[src/rtl/spi_pwm_bank.sv]
// Bank of CHANNELS double-buffered PWM outputs configured through a mode-0 SPI slave.
// Shadow registers are written over SPI; active copies reload at every period wrap.

module spi_pwm_lane #(
    parameter int WIDTH = 8
) (
    input  logic             clk,
    input  logic             reset_n,
    input  logic             wr_en,
    input  logic [WIDTH-1:0] wr_data,
    input  logic             load,
    input  logic [WIDTH-1:0] cnt_nxt,
    output logic [WIDTH-1:0] shadow,
    output logic             pwm
);
    logic [WIDTH-1:0] active;

    // On a wrap edge the output already reflects the level being loaded.
    always_ff @(posedge clk or negedge reset_n) begin
        if (!reset_n) begin
            shadow <= '0;
            active <= '0;
            pwm    <= 1'b0;
        end else begin
            if (wr_en) shadow <= wr_data;
            if (load)  active <= shadow;
            pwm <= cnt_nxt < (load ? shadow : active);
        end
    end
endmodule

module spi_pwm_bank #(
    parameter int CHANNELS = 7,
    parameter int WIDTH    = 8
) (
    input  logic                clk,
    input  logic                reset_n,
    input  logic                sclk,
    input  logic                cs_n,
    input  logic                mosi,
    output logic                miso,
    output logic [CHANNELS-1:0] pwm_out,
    output logic                period_start
);
    localparam int SW = (WIDTH > 8) ? WIDTH : 8;
    localparam int CW = $clog2(SW);
    localparam logic [WIDTH-1:0] TOP_RST   = {{(WIDTH-1){1'b1}}, 1'b0};
    localparam logic [CW-1:0]    CMD_LAST  = CW'(7);
    localparam logic [CW-1:0]    WORD_LAST = CW'(WIDTH-1);

    typedef enum logic [1:0] {S_IDLE, S_CMD, S_DATA} spi_state_t;

    typedef struct packed {
        logic             space;
        logic [5:0]       addr;
        logic [WIDTH-1:0] data;
    } wr_req_t;

    logic [2:0] sclk_q, cs_q;
    logic [1:0] mosi_q;
    logic       sclk_rise, sclk_fall, cs_sync, cs_fall, mosi_sync;

    spi_state_t           state, state_nxt;
    logic                 cmd_done, word_done;
    logic [CW-1:0]        bit_cnt;
    logic [SW-2:0]        shift_in;
    logic [WIDTH-1:0]     word_in, tx, rd_data;
    logic                 cmd_wr, cmd_space, load_pend, wr_pend;
    logic [5:0]           addr;
    wr_req_t              wr_req;

    logic [CHANNELS-1:0][WIDTH-1:0] shadow_lvl;
    logic [WIDTH-1:0]     shadow_top, active_top, cnt, cnt_nxt;
    logic                 started, wrap;

    // cs history resets low so a frame in flight across reset is ignored until cs_n toggles.
    always_ff @(posedge clk or negedge reset_n) begin
        if (!reset_n) begin
            sclk_q <= '0;
            cs_q   <= '0;
            mosi_q <= '0;
        end else begin
            sclk_q <= {sclk_q[1:0], sclk};
            cs_q   <= {cs_q[1:0], cs_n};
            mosi_q <= {mosi_q[0], mosi};
        end
    end

    assign sclk_rise = sclk_q[1] & ~sclk_q[2];
    assign sclk_fall = ~sclk_q[1] & sclk_q[2];
    assign cs_sync   = cs_q[1];
    assign cs_fall   = cs_q[2] & ~cs_q[1];
    assign mosi_sync = mosi_q[1];
    assign word_in   = {shift_in[WIDTH-2:0], mosi_sync};

    always_ff @(posedge clk or negedge reset_n) begin
        if (!reset_n) state <= S_IDLE;
        else          state <= state_nxt;
    end

    always_comb begin
        state_nxt = state;
        cmd_done  = 1'b0;
        word_done = 1'b0;
        if (cs_sync) begin
            state_nxt = S_IDLE;
        end else begin
            case (state)
                S_IDLE: if (cs_fall) state_nxt = S_CMD;
                S_CMD: if (sclk_rise && bit_cnt == CMD_LAST) begin
                    cmd_done  = 1'b1;
                    state_nxt = S_DATA;
                end
                S_DATA: if (sclk_rise && bit_cnt == WORD_LAST) word_done = 1'b1;
                default: state_nxt = S_IDLE;
            endcase
        end
    end

    always_comb begin
        rd_data = '0;
        if (cmd_space) begin
            if (addr == 6'd0)      rd_data = shadow_top;
            else if (addr == 6'd1) rd_data = WIDTH'(CHANNELS);
        end else begin
            for (int i = 0; i < CHANNELS; i++)
                if (addr == 6'(i)) rd_data = shadow_lvl[i];
        end
    end

    // Completed words are queued for one cycle and committed on the following edge.
    always_ff @(posedge clk or negedge reset_n) begin
        if (!reset_n) begin
            bit_cnt   <= '0;
            shift_in  <= '0;
            cmd_wr    <= 1'b0;
            cmd_space <= 1'b0;
            addr      <= '0;
            load_pend <= 1'b0;
            wr_pend   <= 1'b0;
            wr_req    <= '0;
            tx        <= '0;
            miso      <= 1'b0;
        end else begin
            wr_pend <= 1'b0;
            if (cs_sync) begin
                bit_cnt   <= '0;
                load_pend <= 1'b0;
                tx        <= '0;
                miso      <= 1'b0;
            end else begin
                if (sclk_rise && state != S_IDLE) begin
                    shift_in <= {shift_in[SW-3:0], mosi_sync};
                    bit_cnt  <= (cmd_done || word_done) ? '0 : bit_cnt + 1'b1;
                end
                if (cmd_done) begin
                    cmd_wr    <= shift_in[6];
                    cmd_space <= shift_in[5];
                    addr      <= {shift_in[4:0], mosi_sync};
                    load_pend <= 1'b1;
                end
                if (word_done) begin
                    wr_pend   <= cmd_wr;
                    wr_req    <= '{space: cmd_space, addr: addr, data: word_in};
                    addr      <= addr + 1'b1;
                    load_pend <= 1'b1;
                end
                if (sclk_fall) begin
                    if (load_pend) begin
                        miso      <= rd_data[WIDTH-1];
                        tx        <= rd_data << 1;
                        load_pend <= 1'b0;
                    end else begin
                        miso <= tx[WIDTH-1];
                        tx   <= tx << 1;
                    end
                end
            end
        end
    end

    assign wrap    = !started || (cnt == active_top);
    assign cnt_nxt = wrap ? '0 : cnt + 1'b1;

    always_ff @(posedge clk or negedge reset_n) begin
        if (!reset_n) begin
            started      <= 1'b0;
            cnt          <= '0;
            active_top   <= TOP_RST;
            shadow_top   <= TOP_RST;
            period_start <= 1'b0;
        end else begin
            started      <= 1'b1;
            cnt          <= cnt_nxt;
            period_start <= wrap;
            if (wrap) active_top <= shadow_top;
            if (wr_pend && wr_req.space && wr_req.addr == 6'd0) shadow_top <= wr_req.data;
        end
    end

    for (genvar i = 0; i < CHANNELS; i++) begin : g_lane
        spi_pwm_lane #(.WIDTH(WIDTH)) u_lane (
            .clk     (clk),
            .reset_n (reset_n),
            .wr_en   (wr_pend && !wr_req.space && wr_req.addr == 6'(i)),
            .wr_data (wr_req.data),
            .load    (wrap),
            .cnt_nxt (cnt_nxt),
            .shadow  (shadow_lvl[i]),
            .pwm     (pwm_out[i])
        );
    end
endmodule
[config.mk]
export PLATFORM = sky130hd
export DESIGN_NAME = spi_pwm_bank
export DESIGN_NICKNAME = d
export VERILOG_FILES = /design/src/rtl/spi_pwm_bank.sv
export SDC_FILE = /design/constraint.sdc
export NUM_CORES = 1
export LEC_CHECK = 0
export BUFFER_PORTS_ARGS = -buffer_cell sky130_fd_sc_hd__buf_2
export CAP_MARGIN = 10
export CORE_ASPECT_RATIO = 0.75
export CORE_MARGIN = 2
export CORE_UTILIZATION = 35
export DETAILED_ROUTE_END_ITERATION = 12
export PLACE_DENSITY = 0.51
export RECOVER_POWER = 50
export SYNTH_ARGS = -nofsm -noshare
export SYNTH_HDL_FRONTEND = slang
export SYNTH_SLANG_ARGS = --single-unit
[constraint.sdc]
create_clock -name clk -period 2.6 [get_ports clk]
set_input_delay 0.26 -clock clk [delete_from_list [all_inputs] [get_ports clk]]
set_output_delay 0.26 -clock clk [all_outputs]
set_load 0.03 [all_outputs]
# Yosys cells after proc, flatten, opt, wreduce, memory -nomap -nowiden
# Cells that the tools add are included.
[word_totals]
reg_bits = 199
input_bits = 5
output_inout_bits = 9
word_cells = 150
[op_classes]
add_sub_neg = 3
magnitude_cmp = 7
n_eq_ne = 19
n_mux = 45
bitwise_logic = 6
reduce_logical = 28
[ops]
columns = ["cell", "n"]
rows = [
  ["$mux W8", 20],
  ["$lt A8 B8 Y1", 7],
  ["$eq A6 B3 Y1 const B", 6],
  ["$eq A6 B2 Y1 const B", 4],
  ["$mux W1", 15],
  ["$eq A6 B1 Y1 const B", 2],
  ["$logic_and A1 B1 Y1", 12],
  ["$logic_not A6 Y1", 2],
  ["$mux W3", 4],
  ["$mux W6", 2],
  ["$add A8 B1 Y8 const B", 1],
  ["$eq A8 B8 Y1", 1],
  ["$reduce_and A2 Y1", 4],
  ["$reduce_bool A2 Y1", 4],
  ["$add A6 B1 Y6 const B", 1],
  ["$mux W2", 3],
  ["$ne A3 B3 Y1 const B", 2],
  ["$pmux W2 S3", 1],
  ["$add A3 B1 Y3 const B", 1],
  ["$and A1 B1 Y1", 3],
  ["$eq A3 B3 Y1 const B", 1],
  ["$not A1 Y1", 3],
  ["$reduce_and A3 Y1", 1],
  ["$eq A2 B1 Y1 const B", 1],
  ["5 further kinds", 7],
]

# Longest topological paths before layout
# Gate-level depths: netlist of run 1.
[depth]
ltp_word = 12
depth_mapped = 12
ltp_nobuf = 11

# By module
# A second synthesis of run 1 with hierarchy kept.
[unflattened]
cells_unflattened = 843
hier_area_um2 = 9698.1
[modules_own_cells]
columns = ["mod", "instances", "cells_per_inst", "area_each_um2", "seq_area_each_um2"]
rows = [
  ["spi_pwm_lane", 7, 60, 793.3, 425.4],
  ["spi_pwm_bank", 1, 423, 4145.2, 1994.4],
]

# Worst setup path before layout of run 1
# No wires, ideal clock.
[synth_timing]
path_kind = "flip-flop to flip-flop"
from = "register active_top[4]"
to = "register g_lane[0].u_lane.pwm"
setup_ns = 0.082
arrival_time_ns = 2.452
t_required_ns = 2.518
path_slack_ns = 0.066
stages_incl_launch_ff = 12
path_buffers = 2
synth_period_minus_slack_ns = 2.534
path_cell_list = "dfstp_2 xnor2_1 nand4_1 o21ai_1 buf_2 buf_4 mux2i_1 ha_1 a21o_1 a211oi_1 o21ai_0 a31oi_1"
[synth_between]
elab_chain_cells = 4
[synth_rtl]
columns = ["element", "line_no", "source"]
rows = [
  ["start, declared", "73", "logic [WIDTH-1:0] shadow_top, active_top, cnt, cnt_nxt;"],
  ["start signal, assigned", "196", "if (wrap) active_top <= shadow_top;"],
  ["$eq A8 B8 Y1 (*)", "182", "assign wrap = !started || (cnt == active_top);"],
  ["$logic_or A1 B1 Y1 (*)", "182", ""],
  ["$mux W8 (on tied branches)", "183, 27", ""],
  ["$lt A8 B8 Y1 (*)", "27", "pwm <= cnt_nxt < (load ? shadow : active);"],
  ["end signal, assigned", "27", ""],
  ["end, declared", "14", "output logic pwm"],
]
# Every way passes the cells marked *; elsewhere a longest branch is shown, timed or not.
# A chain may end at the register's enable or synchronous reset.

# Final worst setup path of run 1
[layout_timing]
from = "register active_top[6]"
to = "register g_lane[3].u_lane.pwm"
[layout_between]
elab_chain_cells = 4
[layout_rtl]
columns = ["element", "line_no", "source"]
rows = [
  ["$eq A8 B8 Y1", "182", ""],
  ["$logic_or A1 B1 Y1", "182", ""],
  ["$mux W8", "183", "assign cnt_nxt = wrap ? '0 : cnt + 1'b1;"],
  ["net cnt_nxt[1]", "73", ""],
  ["$lt A8 B8 Y1", "27", ""],
  ["end signal, assigned", "27", ""],
  ["end, declared", "14", ""],
]
# The timed path passes the listed nets, and every way through them passes these cells.

==> run_results.csv, run 1 <==
group,metric,value,unit
clocking,cts_tree,"yes",
floorplanning,die_width,195.0,um
critical_path,end_kind,"flop",
cells_and_area,drive_gt1_frac,0.3464,
critical_path,critPathArrivalTime,3.06,ns
synth,syn_area_per_cell,11.70,um^2
clocking,clk_transition_reported_paths,0.07,ns
synth,syn_area,9579,um^2
sta,finClkSkew,0.01599,ns
global_routing,track_usage,0.1856,
floorplanning,die_area,28720,um^2
critical_path,path_class,"reg -> reg",
cells_and_area,fillCellCount,2609,
clocking,htreeDepth,4,
placement,port_buffers,13,
global_routing,grt_max_degree,66,
global_routing,top_usage_layer,"met1",
floorplanning,rows,52,
drt,drc,0,
floorplanning,core_area,26940,um^2
sta,fin_crit_sh,1.042,
synth,yosysUniqueCellTypes,62,
sta,hold_viol,0,
critical_path,startpoint,"active_top[6]",
synth,yosysTopAreaCellShare,0.4807,
sta,setup_viol,7,
clocking,cts-root-buf,"clkbuf_16",
clocking,clock_latency,0.44,ns
status,status,"finished, violations left",
global_routing,met1_usage,0.2872,
synth,async_reset_ff_frac,1.000,
sta,slew_headroom,-0.1452,
global_routing,met3_usage,0.04477,
critical_path,start_kind,"flop",
drt,vias,6562,
drt,vias_per_cell,5.159,
floorplanning,initial_utilization,0.3556,
sta,rsz0062_at_grt,"true",
drt,routed_wl,25.28,mm
clocking,cts_sinks,198,
placement,dpl.hpwl,17.56,mm
power,peakVddDrop,0.0004602,V
status,failed_checks,"capacitance limit, slew limit, setup timing",
synth,syn_inst,819,
critical_path,path_max_fanout,8,
power,p_leak,5.772,nW
job,drv_cap,1,
critical_path,r2r-start,"active_top[6]",
synth,synth-seq-cells,198,
critical_path,reg2reg_slack,-0.11,ns
global_routing,antenna_found_initial,2,
hold_path,hp-class,"reg -> reg",
placement,placed_area,10410,um^2
cells_and_area,design_area,11800,um^2
synth,yosysTopAreaCell,"dfrtp_1",
sta,fmax,369.2,MHz
placement,place.gp.congestion,0.8199,
sta,setup_ws,-0.1087,ns
cells_and_area,area_growth,23.15,%
power,p_per_area,492.6,nW/um^2
drt,ant_nets,0,
sta,fin_crit,2.709,ns
global_routing,grt_pass1_vias,6484,
synth,ys.flop_type,"dfrtp_1",
sta,maxSlewViolCount,66,
critical_path,crit_required,2.95,ns
clocking,clockBufferDepth,2,
synth,yosys-top-cells-count,"dfrtp_1, mux2_2, inv_1, nand2_1, ha_1",
global_routing,overflow,0,
cells_and_area,n_antenna_cell,0,
synth,synth_nets,880,
sta,fin_setup_tns,-0.3693,ns
global_routing,grt_pass1_wl,39.93,mm
synth,yosysWarnings,0,
hold_path,hp-start,"mosi_q[0]",
clocking,cts_buffers,17,
synth,synth_most_common_cell,"dfrtp_1",
synth,synth_area_leaders,"dfrtp_1, mux2_2, ha_1",
floorplanning,die_y,147.3,um
sta,tightest_slew,1.718,ns
drt,first_pass_iters,6,
cells_and_area,layout.nets,970,
drt,drtIter0Drc,395,
global_routing,grt_use_met2,0.2600,
synth,synth_seq_area_share,0.5191,
synth,synth_edf_count,0,
floorplanning,ios,14,
drt,wl_per_cell,19.87,um
placement,dp_slack,-0.2755,ns
## final timing paths
kind	endpoint	cells after the start
setup / recovery	g_lane[3].u_lane.pwm	13
hold / removal	mosi_q[1]	0
setup reg to reg	g_lane[3].u_lane.pwm	13
hold reg to reg	mosi_q[1]	0
max in group asynchronous	sclk_q[2]	3
min in group asynchronous	g_lane[3].u_lane.pwm	2
## per-layer routing
layer	vias to the layer above	share of wire	wire length [um]
met5	-	0	0
met4	0	0.0070	176
met1	3327	0.52	13270
li1	3102	-	-
met2	118	0.43	10790
met3	15	0.041	1043
## state kept, by name (all words and copies together), names as in the netlist, 2 cells and up
signal	flops
addr	6
state	2
sclk_q	3
shadow_top	8
cs_q	3
tx	7
cnt	8
g_lane.u_lane.pwm	7
wr_req	15
g_lane.u_lane.shadow	56
mosi_q	2
active_top	8
bit_cnt	3
g_lane.u_lane.active	56
shift_in	7
## critical path, stage by stage, from the launching register on
cell and delay (ns):
dfstp_2 0.56, xnor2_2 0.11, nand4_1 0.15, o21ai_4 0.28, buf_12 0.15, buf_12 0.14, buf_8 0.14, nor2_1 0.05
buf_6 0.15, ha_1 0.29, o211ai_1 0.18, nor2_1 0.07, o31a_1 0.12, a211oi_2 0.21
## where the power goes
group	switching, mW	total [mW]	internal (mW)
sequential	0.0356	3.15	3.11
combinational	0.0921	0.132	0.0395
clock	1.19	2.53	1.35
total	1.31	5.81	4.50
## cells in the final DEF, fill, tap and decap left out, types with 5 or more instances in the layout
cell / instances
o21ai_1: 10
a21oi_1: 12
inv_2: 7
nor2_4: 6
a21o_1: 9
buf_4: 65
nand3_1: 12
o21ai_0: 28
mux2i_2: 16
nand2_1: 59
dfrtp_1: 184
clkbuf_16: 17
a221o_1: 5
dfstp_2: 14
clkbuf_1: 10
buf_12: 5
ha_4: 9
a22o_1: 6
a21oi_2: 8
inv_1: 58
nor2b_1: 11
buf_8: 5
mux2i_4: 13
o22ai_1: 5
mux2_4: 9
xnor2_1: 5
nand4_1: 12
buf_6: 7
mux2_2: 87
xor2_1: 5
a22oi_1: 5
nor2_1: 36
a211oi_2: 6
buf_2: 7
mux2i_1: 8
a221oi_1: 10
o211ai_1: 6
ha_1: 46
or3_1: 5
## metrics by stage
stage	hold WS [ns]	util	total power, mW	std cells
2_1_floorplan	-0.03559	-	3.241	819
3_3_place_gp	0.3209	0.3864	3.345	1209
3_5_place_dp	0.3235	0.3864	3.346	1209
4_1_cts	0.3582	0.4319	5.912	1267
5_1_grt	0.3612	0.4379	6.039	1272
6_report	0.3518	0.4379	5.811	1272
## cell families after synthesis
family | after synthesis | share of synthesized area
buffers and inverters | 101 | 0.04545
AOI/OAI and AO/OA | 149 | 0.1108
adders and majority gates | 56 | 0.07315
xor gates and xnor gates | 14 | 0.01280
DFF | 198 | 0.5191
other | 1 | 0.0003915
and+or+nand+nor | 165 | 0.08451
muxes | 135 | 0.1539
## final cells by class
type | instances | area, um^2 | share of cell area
Clock buffer | 20 | 446.7 | 0.03787
Clock inverter | 11 | 100.1 | 0.008485
Inverter | 67 | 254.0 | 0.02153
Multi-Input combinational cell | 520 | 4692 | 0.3978
Sequential cell | 198 | 4972 | 0.4215
Tap cell | 351 | 439.2 | 0.03723
Timing Repair Buffer | 105 | 892.1 | 0.07563
## repair_timing
item | in CTS | in global routing
gates cloned | 2 | 0
resized for setup | 99 | 35
pin swaps | 26 | 20
setup buffers | 21 | 7
hold endpoints to repair | 63 | 0
hold buffers | 4 | 0
endpoints found under the setup margin | 7 | 8
Note: power is estimated with default switching activity, not from simulation.
==> run 2: changes to the inputs <==
--- a/config.mk
+++ b/config.mk
@@ -8,7 +8,6 @@
 export BUFFER_PORTS_ARGS = -buffer_cell sky130_fd_sc_hd__buf_2
 export CAP_MARGIN = 10
 export CORE_ASPECT_RATIO = 0.75
-export CORE_MARGIN = 2
 export CORE_UTILIZATION = 35
 export DETAILED_ROUTE_END_ITERATION = 12
 export PLACE_DENSITY = 0.51
==> run 2 against run 1 <==
Effect of this change:
- the run still ends with capacitance limit, slew limit, setup timing left
- global-route usage up 0.51 points
- first-iteration DRC count down 0.25%
- critical path depth decreased by 1
- non-clock buffer count is 11 higher
- design area is 1.5% higher
- critical endpoint is now g_lane[5].u_lane.pwm
- largest cell class unchanged
==> run_results.csv, run 2 (same netlist as run 1, synthesis figures left out) <==
group,metric,value,unit
status,status,"finished, violations left",
status,failed_checks,"capacitance limit, slew limit, setup timing",
critical_path,cp.depth,12,
hold_path,hp-class,"reg -> reg",
floorplanning,die_width,193.0,um
clocking,clk_transition_reported_paths,0.07,ns
power,p_per_area,478.7,nW/um^2
critical_path,rr_worst_depth,12,
placement,port_buffers,13,
critical_path,reg2reg_slack,-0.04,ns
sta,hold_viol,0,
sta,fin_crit_sh,1.015,
hold_path,hold_depth,0,
sta,finClkSkew,0.01603,ns
sta,slew_headroom,-0.2209,
placement,placed_area,10480,um^2
cells_and_area,layout_commonest_cell,"dfrtp_1",
job,drv_cap,1,
critical_path,path_class,"reg -> reg",
sta,holdWs,0.3489,ns
critical_path,end_kind,"flop",
drt,vias_per_cell,5.098,
hold_path,worstHoldEndpoint,"mosi_q[1]",
cells_and_area,largestRegisters,"g_lane.u_lane.active (56), g_lane.u_lane.shadow (56), wr_req (15)",
floorplanning,initial_utilization,0.3556,
cells_and_area,design_area,11980,um^2
critical_path,crit_required,2.97,ns
drt,ant_nets,0,
critical_path,path_max_fanout,7,
cells_and_area,fillCellCount,2534,
cells_and_area,drive_gt1_frac,0.3616,
cells_and_area,seqCellArea,4972,um^2
clocking,cts_tree,"yes",
sta,setup_viol,6,
sta,fmax,378.9,MHz
critical_path,r2r-start,"active_top[7]",
cells_and_area,multi_input_area,4773,um^2
sta,tightest_slew,1.831,ns
floorplanning,die_y,145.3,um
global_routing,grt_pass1_wl,39.47,mm
placement,dpl.hpwl,17.80,mm
global_routing,antenna_found_initial,0,
drt,drtIter0Drc,394,
critical_path,rr_endpoint,"g_lane[5].u_lane.pwm",
drt,routed_wl,25.31,mm
global_routing,track_usage,0.1907,
global_routing,grt_pass1_vias,6600,
floorplanning,ios,14,
clocking,clock_latency,0.45,ns
critical_path,critPathArrivalTime,3.01,ns
cells_and_area,area_growth,25.05,%
clocking,clockBufferDepth,2,
power,p_total,5.734,mW
hold_path,hp-start,"mosi_q[0]",
clocking,cts-root-buf,"clkbuf_16",
sta,rsz0062_at_grt,"true",
drt,wl_per_cell,19.73,um
critical_path,crit_buf_inv,4,
cells_and_area,final_cell_mix,"dfrtp_1, mux2_2, buf_4, nand2_1, inv_1",
placement,place.gp.congestion,0.8199,
floorplanning,die_area,28040,um^2
critical_path,cp_slowest_stage_delay,0.56,ns
critical_path,slowest_stage,"dfstp_2",
critical_path,crit_top_cell,"buf_12",
cells_and_area,layout.nets,981,
clocking,cts_sinks,198,
sta,fin_crit,2.640,ns
cells_and_area,n_antenna_cell,0,
floorplanning,rows,52,
floorplanning,core_area,26940,um^2
drt,drc,0,
critical_path,start_kind,"flop",
critical_path,path_cells,"xnor2_2, nand4_1, o21ai_4, buf_12, buf_12, buf_12, buf_8, mux2i_2, ha_1, a211oi_2, o21ai_1, a31oi_1",
drt,first_pass_iters,5,
power,p_leak,5.847,nW
sta,fin_setup_tns,-0.1468,ns
sta,maxSlewViolCount,70,
global_routing,grt_max_degree,70,
sta,setup_ws,-0.03952,ns
critical_path,cp_top_family,"compound AO/OA/AOI/OAI gates",
drt,vias,6541,
power,peakVddDrop,0.0004997,V
clocking,cts_buffers,17,
clocking,htreeDepth,4,
global_routing,overflow,0,
## run 2: final cells by class
class	instances	area share
clock buffers	21	0.03760
clock inverters	10	0.006371
inverters	67	0.02099
multi-input cells	520	0.3985
flip-flops and latches	198	0.4151
well taps	351	0.03666
repair buffers	116	0.08481
## run 2: per-layer routing
metal  track usage  vias to the layer above  routed length [um]
li1              -                     3124                   -
met1        0.2989                     3307               13090
met2        0.2667                       94               11120
met3       0.03580                       16                 860
met4       0.04609                        0                 238
met5             0                        -                   0
## run 2: report_power, final
group	switching (mW)	total [mW]	internal, mW
clock network	1.21	2.46	1.25
logic	0.0876	0.127	0.0396
registers	0.0364	3.15	3.11
total	1.33	5.73	4.40
## run 2: worst max-delay path by stage
stage                  startpoint                   end  slack (ns)
finish              active_top[7]  g_lane[5].u_lane.pwm       -0.04
CTS                 active_top[1]  g_lane[4].u_lane.pwm       -0.15
global route        active_top[7]  g_lane[1].u_lane.pwm       -0.20
global placement    active_top[5]  g_lane[6].u_lane.pwm       -0.44
detailed placement  active_top[1]  g_lane[6].u_lane.pwm       -0.46
floorplan           active_top[4]  g_lane[0].u_lane.pwm        0.07
## run 2: repair_timing
action,CTS,global route
hold buffers,4,0
endpoints found under the setup margin,7,7
endpoints found under the hold margin,68,0
pin swaps,20,24
resized for setup,81,61
gates cloned,1,0
setup buffers,15,15
## run 2: worst register-to-register path: stages (launching register included)
cell      delay (ns)
dfstp_2         0.56
xnor2_2         0.11
nand4_1         0.14
o21ai_4         0.23
buf_12          0.15
buf_12          0.14
buf_12          0.16
buf_8           0.13
mux2i_2         0.23
ha_1            0.29
a211oi_2        0.23
o21ai_1         0.07
a31oi_1         0.13
## run 2: per-stage QoR
step	std cells	setup WS [ns]	util
after floorplan	819	0.06595	-
after global routing	1283	-0.2014	0.4447
final	1283	-0.03952	0.4447
after global placement	1218	-0.4351	0.3889
after CTS	1269	-0.1458	0.4286
after detailed placement	1218	-0.4647	0.3889
==> run 3: changes to the inputs <==
--- a/config.mk
+++ b/config.mk
@@ -5,6 +5,7 @@
 export SDC_FILE = /design/constraint.sdc
 export NUM_CORES = 1
 export LEC_CHECK = 0
+export ABC_AREA = 1
 export BUFFER_PORTS_ARGS = -buffer_cell sky130_fd_sc_hd__buf_2
 export CAP_MARGIN = 10
 export CORE_ASPECT_RATIO = 0.75
@@ -12,6 +13,7 @@
 export DETAILED_ROUTE_END_ITERATION = 12
 export PLACE_DENSITY = 0.51
 export RECOVER_POWER = 50
+export SLEW_MARGIN = 20
 export SYNTH_ARGS = -nofsm -noshare
 export SYNTH_HDL_FRONTEND = slang
 export SYNTH_SLANG_ARGS = --single-unit
==> constraint.sdc (replaced) <==
create_clock -name clk -period 2.6 [get_ports clk]
set_input_delay 0.26 -clock clk [delete_from_list [all_inputs] [get_ports clk]]
set_output_delay 0.26 -clock clk [all_outputs]
set_load 0.005 [all_outputs]
==> run 3 against run 2 <==
Effect of this change:
- critical path depth rose by 3
- combinational power rose by 19%
- cell count rose by 27%
- worst setup slack improved by 0.21 ns
- the flow finishes with violations (capacitance limit, slew limit)
==> run_results.csv, run 3 <==
group,metric,value,unit
status,status,"finished, violations left",
status,failed_checks,"capacitance limit, slew limit",
global_routing,met3_usage,0.03492,
synth,yosysUniqueCellTypes,41,
critical_path,r2r-start,"active_top[5]",
sta,rsz0062_at_grt,"true",
floorplanning,die_y,148.5,um
cells_and_area,design_area,11350,um^2
sta,slew_headroom,-0.1294,
synth,yosysTopAreaCell,"dfrtp_1",
critical_path,critPathArrivalTime,2.80,ns
synth,async_reset_ff_frac,1.000,
sta,fin_crit,2.431,ns
clocking,clock_latency,0.45,ns
critical_path,startpoint,"active_top[5]",
critical_path,end_kind,"flop",
drt,first_pass_iters,5,
drt,drtIter0Drc,412,
cells_and_area,n_antenna_cell,0,
cells_and_area,fillCellCount,2864,
floorplanning,die_width,197.4,um
floorplanning,rows,53,
drt,vias,7547,
cells_and_area,layout.nets,1286,
global_routing,grt_pass1_wl,41.11,mm
synth,yosysTopAreaCellShare,0.4594,
clocking,clk_transition_reported_paths,0.07,ns
critical_path,rr_endpoint,"g_lane[6].u_lane.pwm",
placement,placed_area,10570,um^2
power,p_leak,5.764,nW
sta,setup_viol,0,
synth,synth_area_leaders,"dfrtp_1, nand2_1, inv_1",
sta,holdWs,0.3522,ns
sta,fin_setup_tns,0,ns
power,p_clk_frac,0.438,
floorplanning,core_area,28050,um^2
power,power.internal,4.441,mW
power,p_comb_frac,0.026,
job,drv_cap,1,
power,peakVddDrop,0.0004397,V
critical_path,crit_path_end,"g_lane[6].u_lane.pwm",
clocking,cts_sinks,198,
global_routing,top_usage_layer,"met1",
synth,yosysWarnings,0,
synth,syn_inst,1195,
sta,finClkSkew,0.01309,ns
sta,tightest_slew,1.694,ns
power,p_per_area,515.6,nW/um^2
placement,port_buffers,13,
critical_path,start_kind,"flop",
power,p_total,5.853,mW
critical_path,path_class,"reg -> reg",
synth,synth_edf_count,0,
global_routing,met1_usage,0.2894,
clocking,cts_tree,"yes",
clocking,htreeDepth,4,
synth,synth_nets,1256,
placement,dpl.hpwl,18.44,mm
global_routing,grt_pass1_vias,7222,
placement,place.gp.congestion,0.7968,
cells_and_area,utilization,0.4047,
clocking,clockBufferDepth,2,
drt,routed_wl,25.39,mm
synth,syn_area_per_cell,8.387,um^2
global_routing,overflow,0,
cells_and_area,final_cell_mix,"nand2_1, inv_1, dfrtp_1, o21ai_0, a21oi_1",
critical_path,reg2reg_slack,0.17,ns
critical_path,crit_required,2.97,ns
drt,vias_per_cell,4.650,
synth,syn_area,10020,um^2
synth,yosys-top-cells-count,"nand2_1, inv_1, dfrtp_1, o21ai_0, a21oi_1",
critical_path,rr_worst_depth,15,
sta,fmax,411.3,MHz
synth,synth_seq_area_share,0.4961,
sta,fin_crit_sh,0.9351,
cells_and_area,drive_gt1_frac,0.1333,
global_routing,antenna_found_initial,0,
clocking,cts-root-buf,"clkbuf_16",
drt,wl_per_cell,15.64,um
global_routing,grt_use_met2,0.2641,
drt,drc,0,
global_routing,grt_max_degree,62,
global_routing,track_usage,0.1861,
floorplanning,ios,14,
floorplanning,initial_utilization,0.3573,
synth,synth_most_common_cell,"nand2_1",
power,p_switching,1.412,mW
drt,ant_nets,0,
sta,maxSlewViolCount,61,
hold_path,hp-class,"reg -> reg",
cells_and_area,layout_commonest_cell,"nand2_1",
synth,synth-seq-cells,198,
power,swShare,0.2413,
power,p_seq_frac,0.537,
clocking,cts_buffers,17,
sta,hold_viol,0,
critical_path,path_max_fanout,13,
cells_and_area,area_growth,13.27,%
floorplanning,die_area,29320,um^2
synth,ys.flop_type,"dfrtp_1",
cells_and_area,largestRegisters,"g_lane.u_lane.active (56), g_lane.u_lane.shadow (56), wr_req (15)",
## run 3: cell types whose count changed in the layout (fill, tap and decap cells not counted), moves of 11 or more
cell,before,now
a21oi_1,11,59
mux2_2,87,4
mux2i_4,14,0
inv_1,59,188
o21ai_0,29,112
nand2_1,59,345
mux2i_2,13,0
nor2b_1,11,0
buf_4,73,21
ha_4,14,0
o21ai_2,1,43
ha_1,42,56
## run 3: repair_timing
action / CTS / global route
endpoints found under the setup margin: 6 / 7
cloned: 1 / 1
gates resized for setup: 6 / 7
buffers inserted: 0 / 11
pin swaps: 0 / 5
hold endpoints to repair: 55 / 0
hold buffers: 4 / 0
## run 3: worst max-delay path, cell delays in order (launching register included)
cell and delay, ns:
dfstp_2 0.54, nand2_1 0.06, nand2_1 0.08, nand2_1 0.06, nor2_2 0.14, nand2_2 0.11
nand2_8 0.15, buf_12 0.16, buf_4 0.19, nand2_1 0.08, o21ai_2 0.07, inv_1 0.06
ha_1 0.28, a21oi_1 0.14, o21ai_0 0.10, a21oi_1 0.15
## run 3: power groups by stage
| stage | logic, mW | registers [mW] | clock network, mW |
|---|---|---|---|
| 2_1_floorplan | 0.0567 | 3.19 | 0 |
| 3_3_place_gp | 0.157 | 3.20 | 0 |
| 3_5_place_dp | 0.157 | 3.20 | 0 |
| 4_1_cts | 0.162 | 3.14 | 2.63 |
| 5_1_grt | 0.181 | 3.15 | 2.76 |
| 6_report | 0.151 | 3.14 | 2.56 |
## run 3: per-stage QoR
step	std cells	worst slack, ns
3_5_place_dp	1574	-0.04544
6_report	1623	0.1688
5_1_grt	1623	-0.02079
2_1_floorplan	1195	0.05407
3_3_place_gp	1574	0.01882
4_1_cts	1611	0.007751
## run 3: worst min path at each step
stage,slack [ns],start,cells past startpoint,end
floorplan,-0.04,reset_n,0,active_top[0]
global placement,0.30,reset_n,1,wr_req[2]
detailed placement,0.29,reset_n,1,wr_req[2]
CTS,0.35,sclk_q[0],0,sclk_q[1]
global route,0.37,sclk_q[0],0,sclk_q[1]
finish,0.35,sclk_q[0],0,sclk_q[1]
## run 3: cell type report
type,instances,area [um^2],area share
flip-flops and latches,198,4972,0.4380
multi-input cells,764,4165,0.3669
inverters,193,724.4,0.06382
well taps,385,481.7,0.04243
repair buffers,51,456.7,0.04023
clock buffers,19,452.9,0.03990
clock inverters,13,98.84,0.008707
## run 3: cells by family (layout without fill, tap and decap cells)
| group | count (synthesis) | after routing | synth area share |
|---|---|---|---|
| flops | 198 | 198 | 0.4961 |
| fa+ha+maj | 56 | 56 | 0.06991 |
| mux | 4 | 4 | 0.004494 |
| simple gates | 459 | 459 | 0.1916 |
| other cells | 1 | 1 | 0.0003742 |
| buf+inv | 233 | 276 | 0.09488 |
| xor+xnor | 6 | 6 | 0.005244 |
| compound gates | 238 | 238 | 0.1373 |
## run 3: layer usage
| layer | share of wire | up-vias |
|---|---|---|
| met2 | 0.43 | 93 |
| li1 | - | 3814 |
| met4 | 0.0085 | 0 |
| met3 | 0.033 | 21 |
| met5 | 0 | - |
| met1 | 0.53 | 3619 |
